File: src/rtl/npc_pkg.sv
// Shared npc types for the register-file writeback path: register addressing
// constants and the request record carried by the ALU result FIFO.
package npc_pkg;

  localparam int REG_ADDR_W = 5;
  localparam int NUM_REGS   = 32;
  localparam int XLEN       = 32;

  typedef struct packed {
    logic [REG_ADDR_W-1:0] rd;
    logic [XLEN-1:0]       data;
  } wb_req_t;

endpackage

File: src/rtl/wb_sync_fifo.sv
// Synchronous FIFO of wb_req_t records with a combinational head view.
// A push while full is refused even if a pop happens in the same cycle.
module wb_sync_fifo
  import npc_pkg::*;
#(
  parameter int DEPTH = 4
) (
  input  logic    clk,
  input  logic    rst_n,
  input  logic    push,
  input  wb_req_t push_data,
  input  logic    pop,
  output logic    full,
  output logic    empty,
  output wb_req_t head
);

  localparam int PTR_W = $clog2(DEPTH);
  localparam int CNT_W = PTR_W + 1;
  localparam logic [CNT_W-1:0] FULL_CNT = CNT_W'(DEPTH);

  wb_req_t          mem_reg [DEPTH];
  logic [PTR_W-1:0] wr_ptr_reg;
  logic [PTR_W-1:0] rd_ptr_reg;
  logic [CNT_W-1:0] count_reg;
  logic             push_en;
  logic             pop_en;

  assign full    = (count_reg == FULL_CNT);
  assign empty   = (count_reg == '0);
  assign head    = mem_reg[rd_ptr_reg];
  assign push_en = push && !full;
  assign pop_en  = pop && !empty;

  // Pointers are exactly log2(DEPTH) wide, so increment wraps modulo DEPTH.
  always_ff @(posedge clk) begin
    if (!rst_n) begin
      wr_ptr_reg <= '0;
      rd_ptr_reg <= '0;
      count_reg  <= '0;
    end else begin
      if (push_en) wr_ptr_reg <= wr_ptr_reg + PTR_W'(1);
      if (pop_en)  rd_ptr_reg <= rd_ptr_reg + PTR_W'(1);
      case ({push_en, pop_en})
        2'b10:   count_reg <= count_reg + CNT_W'(1);
        2'b01:   count_reg <= count_reg - CNT_W'(1);
        default: count_reg <= count_reg;
      endcase
    end
  end

  always_ff @(posedge clk) begin
    if (push_en) mem_reg[wr_ptr_reg] <= push_data;
  end

endmodule

File: src/rtl/rf_writeback_arb.sv
// Register-file write-port arbiter: merges buffered ALU results with LSU load
// data and tracks in-flight load destinations. Define WB_PERF_CNT_EN for perf counters.
module rf_writeback_arb #(
  parameter int ALU_FIFO_DEPTH = 4,
  parameter int XLEN           = 32
) (
  input  logic            clk,
  input  logic            rst_n,
  input  logic            alu_valid,
  output logic            alu_ready,
  input  logic [4:0]      alu_rd,
  input  logic [XLEN-1:0] alu_data,
  input  logic            lsu_valid,
  output logic            lsu_ready,
  input  logic [4:0]      lsu_rd,
  input  logic [XLEN-1:0] lsu_data,
  input  logic            lsu_issue,
  input  logic [4:0]      lsu_issue_rd,
  output logic            rf_wen,
  output logic [4:0]      rf_waddr,
  output logic [XLEN-1:0] rf_wdata,
  output logic [31:0]     busy_mask
`ifdef WB_PERF_CNT_EN
  ,
  output logic [31:0]     perf_wr_cnt,
  output logic [31:0]     perf_lsu_stall_cnt,
  output logic [31:0]     perf_alu_stall_cnt
`endif
);

  import npc_pkg::*;

  wb_req_t                 alu_req;
  wb_req_t                 head_req;
  logic                    fifo_full;
  logic                    fifo_empty;
  logic                    lsu_win;
  logic                    fifo_win;
  logic                    wr_next;
  logic [REG_ADDR_W-1:0]   win_rd;
  logic [XLEN-1:0]         win_data;
  logic [NUM_REGS-1:0]     busy_next;

  assign alu_req.rd   = alu_rd;
  assign alu_req.data = alu_data;

  wb_sync_fifo #(
    .DEPTH(ALU_FIFO_DEPTH)
  ) u_alu_fifo (
    .clk      (clk),
    .rst_n    (rst_n),
    .push     (alu_valid),
    .push_data(alu_req),
    .pop      (fifo_win),
    .full     (fifo_full),
    .empty    (fifo_empty),
    .head     (head_req)
  );

  // A full FIFO takes priority so ALU back-pressure can always drain.
  assign alu_ready = !fifo_full;
  assign lsu_ready = !fifo_full;
  assign lsu_win   = lsu_valid && !fifo_full;
  assign fifo_win  = !lsu_win && !fifo_empty;

  assign win_rd   = lsu_win ? lsu_rd   : head_req.rd;
  assign win_data = lsu_win ? lsu_data : head_req.data;
  assign wr_next  = (lsu_win || fifo_win) && (win_rd != '0);

  genvar gi;
  generate
    for (gi = 0; gi < NUM_REGS; gi++) begin : g_busy
      if (gi == 0) begin : g_x0
        assign busy_next[gi] = 1'b0;
      end else begin : g_xn
        logic set_hit;
        logic clr_hit;
        assign set_hit       = lsu_issue && (lsu_issue_rd == REG_ADDR_W'(gi));
        assign clr_hit       = lsu_win && (lsu_rd == REG_ADDR_W'(gi));
        assign busy_next[gi] = set_hit || (busy_mask[gi] && !clr_hit);
      end
    end
  endgenerate

  always_ff @(posedge clk) begin
    if (!rst_n) begin
      rf_wen    <= 1'b0;
      rf_waddr  <= '0;
      rf_wdata  <= '0;
      busy_mask <= '0;
    end else begin
      rf_wen    <= wr_next;
      busy_mask <= busy_next;
      if (wr_next) begin
        rf_waddr <= win_rd;
        rf_wdata <= win_data;
      end
    end
  end

`ifdef WB_PERF_CNT_EN
  always_ff @(posedge clk) begin
    if (!rst_n) begin
      perf_wr_cnt        <= '0;
      perf_lsu_stall_cnt <= '0;
      perf_alu_stall_cnt <= '0;
    end else begin
      if (rf_wen)                  perf_wr_cnt        <= perf_wr_cnt + 32'd1;
      if (lsu_valid && !lsu_ready) perf_lsu_stall_cnt <= perf_lsu_stall_cnt + 32'd1;
      if (alu_valid && !alu_ready) perf_alu_stall_cnt <= perf_alu_stall_cnt + 32'd1;
    end
  end
`endif

endmodule

File: config.mk
export PLATFORM = sky130hd
export DESIGN_NAME = rf_writeback_arb
export DESIGN_NICKNAME = d
export VERILOG_FILES = /design/src/rtl/npc_pkg.sv /design/src/rtl/wb_sync_fifo.sv /design/src/rtl/rf_writeback_arb.sv
export SDC_FILE = /design/constraint.sdc
export NUM_CORES = 1
export LEC_CHECK = 0
export BUFFER_PORTS_ARGS = -buffer_cell sky130_fd_sc_hd__buf_4
export CORE_ASPECT_RATIO = 0.75
export CORE_MARGIN = 3
export CORE_UTILIZATION = 55
export CTS_BUF_LIST = sky130_fd_sc_hd__clkbuf_4 sky130_fd_sc_hd__clkbuf_8 sky130_fd_sc_hd__clkbuf_16
export CTS_CLUSTER_SIZE = 12
export DETAILED_ROUTE_END_ITERATION = 7
export GPL_ROUTABILITY_DRIVEN = 0
export PLACE_DENSITY = 0.78
export SLEW_MARGIN = 30
export SYNTH_ARGS = -nofsm -noshare
export SYNTH_HDL_FRONTEND = slang
export SYNTH_SLANG_ARGS = --single-unit
File: constraint.sdc
create_clock -name clk -period 3.85 [get_ports clk]
set_input_delay 0.1925 -clock clk [delete_from_list [all_inputs] [get_ports clk]]
set_output_delay 0.1925 -clock clk [all_outputs]
set_load 0.02 [all_outputs]
# Word-level counts from Yosys, hierarchy flattened
# Memories as Yosys holds them, arrays and structs flattened. A register that Yosys moved wholly into a read port is not among the register bits.
# Cells that the tools add are included.
[totals] reg_bits=77 latchBits=0 mem_bits_rw=148 rom_bits=0 out_inout_bits=72 elab_cells=252 mem_count=1
[memory_table] name="u_alu_fifo.mem_reg" words=4 word_bits=37 read_ports=1 rd_ports_with_merged_regs=1 wr=1 line_no="wb_sync_fifo.sv:22" text="wb_req_t mem_reg [DEPTH];"
[op_classes] addsub=4 multipliers=0 n_div=0 n_lt_le_gt_ge=0 n_eq_ne=65 n_shift=0 mux=7 n_bitwise=0 reduce_logical=167
[ops] op="5-bit == test (second input constant)" n=32
[ops] op="1-bit logical AND" n=98
[ops] op="5-bit by 4-bit == test with 1-bit output (second input constant)" n=16
[ops] op="5-bit by 3-bit == test with 1-bit output (second input constant)" n=8
[ops] op="1-bit zero test" n=34
[ops] op="1-bit logical OR" n=32
[ops] op="32-bit two-way mux" n=1
[ops] op="5-bit by 2-bit == test with 1-bit output (second input constant)" n=4
[ops] op="5-bit by 1-bit == test with 1-bit output (second input constant)" n=2
[ops] op="3-bit one-hot mux with 2 select lines" n=1
[ops] op="5-bit two-way mux" n=1
[ops] op="5-bit nonzero test" n=1
[ops] op="2-bit by 1-bit adder with 2-bit output (second input constant)" n=2
[ops] op="2-bit two-way mux" n=2
[ops] op="3-bit by 1-bit adder with 3-bit output (second input constant)" n=1
[ops] op="3-bit == test (second input constant)" n=1
[ops] op="3-bit zero test" n=1
[ops] op="3-bit by 1-bit subtractor with 3-bit output (second input constant)" n=1
[ops] op="2-bit by 1-bit == test with 1-bit output (second input constant)" n=1
[ops] op="2-bit == test (second input constant)" n=1
[ops] op="1-bit two-way mux" n=2
[ops] op="2-bit nonzero test" n=1

# Logic depth before layout (Yosys ltp)
# Gate-level depths: netlist of the first run.
[depth] depth_word=8 mapped_depth=11 ltp_nobuf=8

# Modules after synthesis
# A second synthesis of the first run with hierarchy kept.
[unflattened] cells_unflattened=608 hier_area_um2=9193.8
[modules_own_cells] mod="wb_sync_fifo" n_inst=1 cells_each=247 area_per_inst_um2=5863.1 seq_area_each_um2=4624.4
[modules_own_cells] mod="rf_writeback_arb" n_inst=1 cells_each=361 area_per_inst_um2=3330.7 seq_area_each_um2=1381.3

# Worst setup path after synthesis of the first run
# Ideal clock, no wire load.
[synth_timing] path_kind="reg-to-reg" from="register u_alu_fifo.count_reg[0]" to="memory u_alu_fifo.mem_reg[0][0] in the netlist's numbering (enable)" t_arrival_ns=2.344 setup_slack_ns=1.108 stages_incl_launch_ff=6 period_less_slack_ns=2.742 cell_sequence="dfxtp_1 -> or3b_1 -> clkbuf_1 -> buf_2 -> clkbuf_1 -> and3_1"
[synth_between] elab_chain_len=5
[synth_lines] item="start, declared" line_no="wb_sync_fifo.sv:25" text="logic [CNT_W-1:0] count_reg;"
[synth_lines] item="start signal, assigned" line_no="wb_sync_fifo.sv:45" text="2'b10: count_reg <= count_reg + CNT_W'(1);"
[synth_lines] item="start signal, assigned" line_no="wb_sync_fifo.sv:46" text="2'b01: count_reg <= count_reg - CNT_W'(1);"
[synth_lines] item="start signal, assigned" line_no="wb_sync_fifo.sv:47" text="default: count_reg <= count_reg;"
[synth_lines] item="3-bit == test" line_no="wb_sync_fifo.sv:29" text="assign full = (count_reg == FULL_CNT);"
[synth_lines] item="1-bit zero test"
[synth_lines] item="net alu_ready" line_no="rf_writeback_arb.sv:10" text="output logic alu_ready,"
[synth_lines] item="1-bit logical AND" line_no="wb_sync_fifo.sv:32" text="assign push_en = push && !full;"
[synth_lines] item="1-bit two-way mux" line_no="wb_sync_fifo.sv:53" text="if (push_en) mem_reg[wr_ptr_reg] <= push_data;"
[synth_lines] item="1-bit two-way mux (implied by the code)" line_no="wb_sync_fifo.sv:53"
[synth_lines] item="end, declared" line_no="wb_sync_fifo.sv:22"
# The timed path passes the listed nets, and every way through them passes these cells.

==> reports/metrics.yaml, run 1 <==
outcome: "finished, final reports clean"
maxCapViolCount: 0
crit_path_frequent_cell: "buf_4"
yosysUniqueCellTypes: 44
fin_ws_ns: 0.857
power_density_nw_per_um2: 607
ys_ff_latch: 226
cts_tree: "built"
htree_levels: 1
ant_nets: 0
grt_max_degree: 85
insertion_delay_ns: 0.50
nFillCells: 1063
p_switching_mw: 1.99
area_delta_synth_final_pct: 25.9
crit_required_ns: 4.27
switching_share_pct: 27.9
via_per_inst: 5.88
hold_start: "alu_valid"
synth_async_sr_flop_share_pct: 0
leakagePower_nw: 4.37
coreArea_um2: 16300
synth.area.top_cells: "edfxtp_1, dfxtp_1, mux4_2"
final_cells: 1081
p_clk_share_pct: 30.6
pre_cts_ws_ns: 0.828
synth_top_area_share_pct: 47.7
cp_slowest_cell: "dfxtp_2"
drive_gt1_share_pct: 29.0
synth-main-ff-cell: "edfxtp_1"
setup_violations: 0
routedWlPerCell_um: 19.9
portBuffers: 154
max_slew_margin_pct: 49.0
routed_wl_um: 21500
multi_input_area_um2: 3040
rsz0062_at_grt: "false"
dieArea_um2: 18500
hold_depth: 3
peakVddDrop_mv: 0.297
fmax_ghz: 0.334
period_share_pct: 77.7
clock-sinks: 226
seq_area_um2: 6010
intPower_mw: 5.13
synth.avg_cell_area_um2: 13.8
rrSetupSlack_ns: 0.86
largest_reg_flops: 148
setup.worst_path.end_class: "register"
drt-initial-drc-count: 586
start_util_pct: 57.1
fin_skew_ns: 0.0103
worstSetupPathType: "register to register"
tightest_slew_ns: 0.765
yosysWarnings: 0
crit_buf_inv: 2
hold_path.class: "input pin to register"
cts-resized-gates: 0
rr_worst_depth: 6
crit_fanout: 21
tns_ns: 0
synth_top_area_cell: "edfxtp_1"
cts_hold_buf: 42
hold_viol_final: 0
clkTransAtPathRegs_ns: 0.06
rows: 40
place_hpwl_um: 13700
synth_cells: 676
root_buffer: "clkbuf_16"
synth_fp_nets: 766
ioPinCount: 156
track_usage_pct: 23.3
drc: 0
rr_endpoint: "rf_wdata[26]"
crit_path_cell_trace: "buf_4 > mux4_2 > a21oi_1 > a211o_2 > buf_4 > mux2i_1"
cts_buffers: 23
antennaDiodeCount: 0
p_comb_share_pct: 25.7
hold_end: "u_alu_fifo.wr_ptr_reg[1]"
grt_pass1_wl_um: 34100
crit_arrival_ns: 3.41
synth_edf_count: 148
grt-ovfl-total: 0
power.total_mw: 7.12
num_vias: 6361
crit_path_max_incr_delay_ns: 0.68
period_minus_slack_ns: 2.99
fin_nets: 944
synth_area_um2: 9310
die_w_um: 156
holdWs_ns: 0.0256
yosysSeqAreaShare_pct: 64.5
cp-start-kind: "register"
dp.cells: 997
drt-pass1-iter-count: 7
first_global_vias: 6453
seqPwrFrac_pct: 43.7
path_delay_family: "multiplexers"
clockBufferDepth: 3
post_cts_buffers: 0
antenna_found_initial: 0
slew_viol_final: 0
die_y_um: 119
-- layout make-up --
cell class | count | area share, %
Clock buffer | 41 | 6.42
Inverter | 6 | 0.192
Timing Repair Buffer | 203 | 13.9
Clock inverter | 1 | 0.0747
Tap cell | 210 | 2.24
Sequential cell | 226 | 51.3
Multi-Input combinational cell | 394 | 25.9
-- tightest hold or removal path, stage by stage --
cell	delay, ns
buf_4	0.14
nand3_1	0.08
a21oi_1	0.06
-- how the worst max path moves through the flow --
stage	endpoint	slack, ns	cells past startpoint
global placement	rf_waddr[1]	0.89	6
finish	rf_wdata[26]	0.86	6
global route	rf_wdata[28]	0.64	6
detailed placement	rf_wdata[23]	0.83	6
CTS	rf_wdata[23]	0.82	6
floorplan	u_alu_fifo.mem_reg[0][0]	1.11	5
-- routing by layer --
metal	vias to the layer above	GRT usage [%]	routed length [um]
met2	293	36.1	10000
met3	29	4.14	1700
met5	-	0	0
met4	0	6.40	325
met1	3136	34.3	9470
li1	2903	-	-
-- power groups by stage --
stage,clock network (mW),logic [mW],registers [mW]
after global routing,2.31,1.98,3.15
after floorplan,0,1.24,3.20
final,2.18,1.83,3.11
after global placement,0,1.74,3.14
after CTS,2.22,1.84,3.12
after detailed placement,0,1.79,3.16
-- metrics by stage --
stage               instance area, um^2  utilization (%)
floorplan                          9310                -
global placement                  10500             64.5
detailed placement                10500             64.6
CTS                               11700             71.8
global route                      11700             71.8
finish                            11700             71.8
-- synth_stat cells (2+ instances only) --
| cell type | count |
|---|---|
| buf_1 | 3 |
| nor4_1 | 3 |
| xor2_1 | 3 |
| mux4_2 | 37 |
| edfxtp_1 | 148 |
| buf_2 | 4 |
| buf_6 | 2 |
| nor2b_1 | 8 |
| nand3_1 | 9 |
| nand4_1 | 4 |
| and3_1 | 42 |
| xnor2_1 | 2 |
| nor2_1 | 13 |
| buf_4 | 2 |
| nand2_1 | 65 |
| clkbuf_1 | 35 |
| a21boi_0 | 35 |
| a21oi_1 | 36 |
| buf_12 | 3 |
| inv_1 | 6 |
| ha_1 | 5 |
| nand2b_1 | 6 |
| or2_2 | 2 |
| o21ai_0 | 68 |
| dfxtp_1 | 78 |
| nand4bb_1 | 4 |
| mux2i_1 | 36 |
-- logic make-up after synthesis --
| kind of cell | after synthesis | synth area share, % |
|---|---|---|
| flops | 226 | 64.5 |
| simple gates | 163 | 9.10 |
| compound gates | 145 | 8.96 |
| mux | 74 | 12.9 |
| buf+inv | 56 | 3.09 |
| fa+ha+maj | 6 | 0.887 |
| xor+xnor | 5 | 0.470 |
| other cells | 1 | 0.0403 |
-- placed cells by master (no fill, tap or decap), types with 4 or more instances in the layout --
cell           count
a21oi_1           36
nor2_1            13
clkbuf_4          15
clkbuf_16         25
buf_4            161
mux2i_1           36
a21boi_0          35
ha_1               5
and3_4             4
inv_1              6
nand3_1            9
mux4_2            37
nand2_1           65
nand2b_1           6
nand4bb_1          4
dfxtp_1           76
nand4_1            4
and3_1            38
dlygate4sd3_1     42
edfxtp_1         148
nor2b_1            8
o21ai_0           68
Note: power is estimated with default switching activity, not from simulation.
==> inputs of run 2 (changes only) <==
ABC_AREA = 1   (was not set)
clock period = 3.1 ns   (was 3.85 ns; I/O delays follow)
==> run 2 against run 1 <==
- register-to-register slack worse by 0.41 ns
- total power up 35%
- via count up 15%
- sequential share of layout area down 1.2 points
- worst hold slack worse by 0.020 ns
- first-iteration DRC count up 16%
- routed wire length up 2.6%
- critical path type unchanged
==> reports/metrics.yaml, run 2 <==
outcome: "finished, final reports clean"
via_per_inst: 5.30
clkTransAtPathRegs_ns: 0.06
tightest_slew_ns: 0.665
worstSetupPathType: "register to register"
yosysUniqueCellTypes: 27
peakVddDrop_mv: 0.516
clock-sinks: 226
fmax_ghz: 0.377
seqPwrFrac_pct: 40.6
period_share_pct: 85.6
p_comb_share_pct: 32.1
synth_top_area_share_pct: 47.3
mostFrequentLayoutCells: "nand2_1, buf_4, edfxtp_1, nor2_1, dfxtp_1"
hold_path.class: "input pin to register"
ys_ff_latch: 226
leakagePower_nw: 4.94
holdWs_ns: 0.00572
setup_violations: 0
track_usage_pct: 23.6
first_global_vias: 7144
cts-resized-gates: 0
p_switching_mw: 3.24
start_util_pct: 57.4
yosysSeqAreaShare_pct: 63.9
num_vias: 7325
dieArea_um2: 18700
cp-start-kind: "register"
max_slew_margin_pct: 55.6
tns_ns: 0
fin_ws_ns: 0.447
area_delta_synth_final_pct: 27.7
maxCapViolCount: 0
period_minus_slack_ns: 2.65
cts_tree: "built"
synth_async_sr_flop_share_pct: 0
final_cells: 1381
synth.area.top_cells: "edfxtp_1, dfxtp_1, nand2_1"
utilization_pct: 73.3
drive_gt1_share_pct: 19.2
crit_fanout: 65
place_hpwl_um: 13600
final_common_cell: "nand2_1"
synthTopCellsByCount: "nand2_1, edfxtp_1, nor2_1"
cts_buffers: 23
root_buffer: "clkbuf_16"
drt-pass1-iter-count: 5
routedWlPerCell_um: 16.0
synth_top_area_cell: "edfxtp_1"
routed_wl_um: 22100
synth-main-ff-cell: "edfxtp_1"
drt-initial-drc-count: 678
grt-ovfl-total: 0
rows: 40
hold_end: "rf_wdata[4]"
clockBufferDepth: 3
ant_nets: 0
grt_pass1_wl_um: 35500
slew_viol_final: 0
coreArea_um2: 16400
grt_max_degree: 66
rrSetupSlack_ns: 0.45
yosysWarnings: 0
hold_depth: 5
synth.avg_cell_area_um2: 9.80
die_y_um: 119
synth_cells: 959
synth_fp_nets: 1049
switching_share_pct: 33.7
ioPinCount: 156
pre_cts_ws_ns: 0.462
setup.worst_path.end_class: "register"
crit_required_ns: 3.50
fin_skew_ns: 0.0105
rr_worst_depth: 13
nFillCells: 1165
rr_endpoint: "rf_wdata[9]"
die_w_um: 157
insertion_delay_ns: 0.51
rsz0062_at_grt: "false"
dp.cells: 1280
yosysMostFrequentCell: "nand2_1"
p_clk_share_pct: 27.3
antenna_found_initial: 1
synth_edf_count: 148
largest_reg_flops: 148
hold_viol_final: 0
hold_start: "lsu_data[4]"
r2r-start: "u_alu_fifo.count_reg[0]"
drc: 0
fin_nets: 1243
power_density_nw_per_um2: 801
crit_arrival_ns: 3.05
synth_area_um2: 9400
intPower_mw: 6.37
htree_levels: 1
portBuffers: 154
-- run 2: changes by cell type in the layout (fill, tap and decap cells not counted), moves of 16 or more --
cell / delta
a21oi_1: +40
nor2_1: +90
inv_1: +62
dlygate4sd3_1: +16
a21boi_0: -35
nand2_1: +222
mux4_2: -37
and3_1: -38
mux2i_1: -36
a32o_1: +31
-- run 2: power groups by stage --
stage	Sequential, mW	Combinational, mW	Clock [mW]
final	3.90	3.09	2.62
after global routing	3.95	3.47	2.78
after CTS	3.90	3.10	2.65
after detailed placement	3.95	3.01	0
after global placement	3.94	2.94	0
after floorplan	4.21	1.85	0
-- run 2: stage by stage --
| stage | area, um^2 | power (mW) |
|---|---|---|
| 5_1_grt | 12000 | 10.2 |
| 3_5_place_dp | 10700 | 6.96 |
| 4_1_cts | 12000 | 9.64 |
| 3_3_place_gp | 10700 | 6.87 |
| 6_report | 12000 | 9.61 |
| 2_1_floorplan | 9400 | 6.05 |
-- run 2: worst max-delay path by stage --
| stage | depth (start not counted) | start | slack [ns] | endpoint |
|---|---|---|---|---|
| 3_3_place_gp | 13 | u_alu_fifo.count_reg[0] | 0.64 | rf_wdata[31] |
| 4_1_cts | 13 | u_alu_fifo.count_reg[0] | 0.45 | rf_wdata[9] |
| 5_1_grt | 13 | u_alu_fifo.count_reg[0] | 0.13 | rf_wdata[22] |
| 6_report | 13 | u_alu_fifo.count_reg[0] | 0.45 | rf_wdata[9] |
| 2_1_floorplan | 4 | u_alu_fifo.count_reg[1] | 0.34 | u_alu_fifo.mem_reg[0][0] |
| 3_5_place_dp | 13 | u_alu_fifo.count_reg[0] | 0.46 | rf_wdata[9] |
-- run 2: critical path, cell delays in order, from the launching register on --
cell,delay [ns]
dfxtp_1,0.32
nor2_2,0.13
nand2_2,0.10
nand2_4,0.26
inv_4,0.22
nand2_4,0.23
nand2_1,0.09
nor2_1,0.12
nand3_1,0.32
nand2_2,0.19
buf_12,0.29
nand2_1,0.10
nand2_1,0.08
nor2_1,0.05
-- run 2: cell families after synthesis --
kind of cell               Yosys count  synth area share, %
adders and majority gates            6                0.879
buffers and inverters              128                 6.18
DFF                                226                 63.9
other                                1               0.0399
and+or+nand+nor                    418                 17.3
AOI/OAI and AO/OA                  180                 11.7
-- run 2: final cells by class --
cell class | count | area (um^2) | area share [%]
Antenna cell | 1 | 2.50 | 0.0209
Clock buffer | 38 | 688 | 5.73
Clock inverter | 4 | 37.5 | 0.313
Inverter | 72 | 273 | 2.27
Multi-Input combinational cell | 605 | 2850 | 23.7
Sequential cell | 226 | 6010 | 50.1
Tap cell | 210 | 263 | 2.19
Timing Repair Buffer | 225 | 1880 | 15.7
-- run 2: what timing repair did --
action	CTS	global route
setup buffers	0	0
hold endpoints to repair	167	0
endpoints found under the setup margin	0	0
hold buffers	58	0
-- run 2: layer usage --
layer	GRT usage [%]	wire, um	up-vias
li1	-	-	3612
met4	5.74	413	0
met1	33.4	9750	3432
met5	0	0	-
met2	38.0	10500	243
met3	4.03	1480	38
==> inputs of run 3 (changes only) <==
CORE_MARGIN = 1   (was 3)
==> run 3 against run 2 <==
- clock-buffer cell count unchanged
- core utilization increased by 0.17 points
- clock power hardly changed
- via count grew 0.20%
- critical path depth unchanged
- clock skew increased by 0.013 ns
- largest power group unchanged
==> reports/metrics.yaml, run 3 (synthesis gave the netlist of run 2 again) <==
outcome: "finished, final reports clean"
insertion_delay_ns: 0.52
crit_fanout: 65
routedWlPerCell_um: 15.8
holdWs_ns: 0.0125
clkTransAtPathRegs_ns: 0.06
setup.worst_path.end_class: "register"
dieArea_um2: 17600
slew_viol_final: 0
drt-initial-drc-count: 553
worstSetupPathType: "register to register"
largest_reg_flops: 148
ant_nets: 0
htree_levels: 1
multi_input_area_um2: 2850
power.total_mw: 9.59
hold_end: "rf_wdata[28]"
die_y_um: 115
rsz0062_at_grt: "false"
placed_area_um2: 10600
maxCapViolCount: 0
hold_start: "lsu_data[28]"
antennaDiodeCount: 0
portBuffers: 154
rows: 40
period_minus_slack_ns: 2.70
hold_viol_final: 0
num_vias: 7340
p_clk_share_pct: 27.5
fin_skew_ns: 0.0232
cp-start-kind: "register"
clock-sinks: 226
intPower_mw: 6.37
tightest_slew_ns: 0.706
clockBufferDepth: 3
area_delta_synth_final_pct: 28.0
grt_max_degree: 66
start_util_pct: 57.4
nFillCells: 1145
r2r-start: "u_alu_fifo.count_reg[0]"
fin_nets: 1249
grt_pass1_wl_um: 34900
track_usage_pct: 25.1
place_hpwl_um: 13100
fin_ws_ns: 0.404
routed_wl_um: 21900
rrSetupSlack_ns: 0.40
antenna_found_initial: 0
hold_depth: 5
root_buffer: "clkbuf_16"
fin_area_um2: 12000
period_share_pct: 87.0
setup_violations: 0
hold_path.class: "input pin to register"
rr_endpoint: "rf_wdata[22]"
cts_buffers: 23
tns_ns: 0
cts-resized-gates: 0
pre_cts_ws_ns: 0.520
peakVddDrop_mv: 0.478
seqPwrFrac_pct: 40.9
p_switching_mw: 3.22
ioPinCount: 156
final_common_cell: "nand2_1"
crit_required_ns: 3.51
grt-ovfl-total: 0
drc: 0
leakagePower_nw: 4.96
max_slew_margin_pct: 52.9
first_global_vias: 7103
power_density_nw_per_um2: 798
seq_area_um2: 6010
mostFrequentLayoutCells: "nand2_1, buf_4, edfxtp_1, nor2_1, dfxtp_1"
crit_arrival_ns: 3.11
rr_worst_depth: 13
drt-pass1-iter-count: 5
coreArea_um2: 16400
via_per_inst: 5.30
fmax_ghz: 0.371
final_cells: 1385
switching_share_pct: 33.6
p_comb_share_pct: 31.5
dp.cells: 1279
die_w_um: 153
utilization_pct: 73.5
drive_gt1_share_pct: 19.1
cts_tree: "built"
-- run 3: cell types whose count changed in the layout (fill, tap and decap cells not counted), sizes merged --
cell and delta:
dlygate4sd3 +7, clkinv -1, diode -1, buf -1
-- run 3: cell type report --
class                      count  area share (%)
timing repair buffer         231            15.9
multi-input combinational    605            23.7
tap                          210            2.18
inverter                      72            2.27
sequential                   226            49.9
clock buffer                  38            5.82
clock inverter                 3           0.250
-- run 3: power by group through the flow --
stage | registers [mW] | clock network (mW) | logic (mW)
CTS | 3.93 | 2.68 | 3.00
global placement | 3.98 | 0 | 2.85
detailed placement | 3.98 | 0 | 2.92
floorplan | 4.21 | 0 | 1.85
finish | 3.93 | 2.64 | 3.02
global route | 3.98 | 2.80 | 3.36
-- run 3: worst max-delay path, stage by stage, from the launching register on --
cell and delay [ns]:
dfxtp_1 0.32, nor2_2 0.13, nand2_2 0.10, nand2_4 0.25
inv_4 0.21, nand2_4 0.23, nand2_1 0.11, nor2_1 0.11
nand3_1 0.11, nand2_2 0.07, buf_4 0.57, nand2_1 0.18
nand2_1 0.13, nor2_1 0.05
-- run 3: repair_timing --
item	4_1_cts	5_1_grt
hold buffers	65	0
endpoints found under the hold margin	174	0
buffers inserted	0	0
-- run 3: worst max path at each step --
stage                                  startpoint                        to  cells past startpoint
final                     u_alu_fifo.count_reg[0]              rf_wdata[22]                     13
after global routing      u_alu_fifo.count_reg[0]              rf_wdata[22]                     13
after CTS                 u_alu_fifo.count_reg[0]               rf_wdata[3]                     13
after detailed placement  u_alu_fifo.count_reg[0]              rf_wdata[22]                     13
after global placement    u_alu_fifo.count_reg[0]              rf_wdata[17]                     13
after floorplan           u_alu_fifo.count_reg[1]  u_alu_fifo.mem_reg[0][0]                      4
-- run 3: routing by layer --
| layer | global-route usage (%) | wire (um) | share of wire [%] | up-vias |
|---|---|---|---|---|
| li1 | - | - | - | 3614 |
| met1 | 34.0 | 9560 | 44 | 3416 |
| met2 | 42.5 | 10400 | 48 | 289 |
| met3 | 4.45 | 1670 | 7.6 | 21 |
| met4 | 5.86 | 257 | 1.2 | 0 |
| met5 | 0 | 0 | 0 | - |
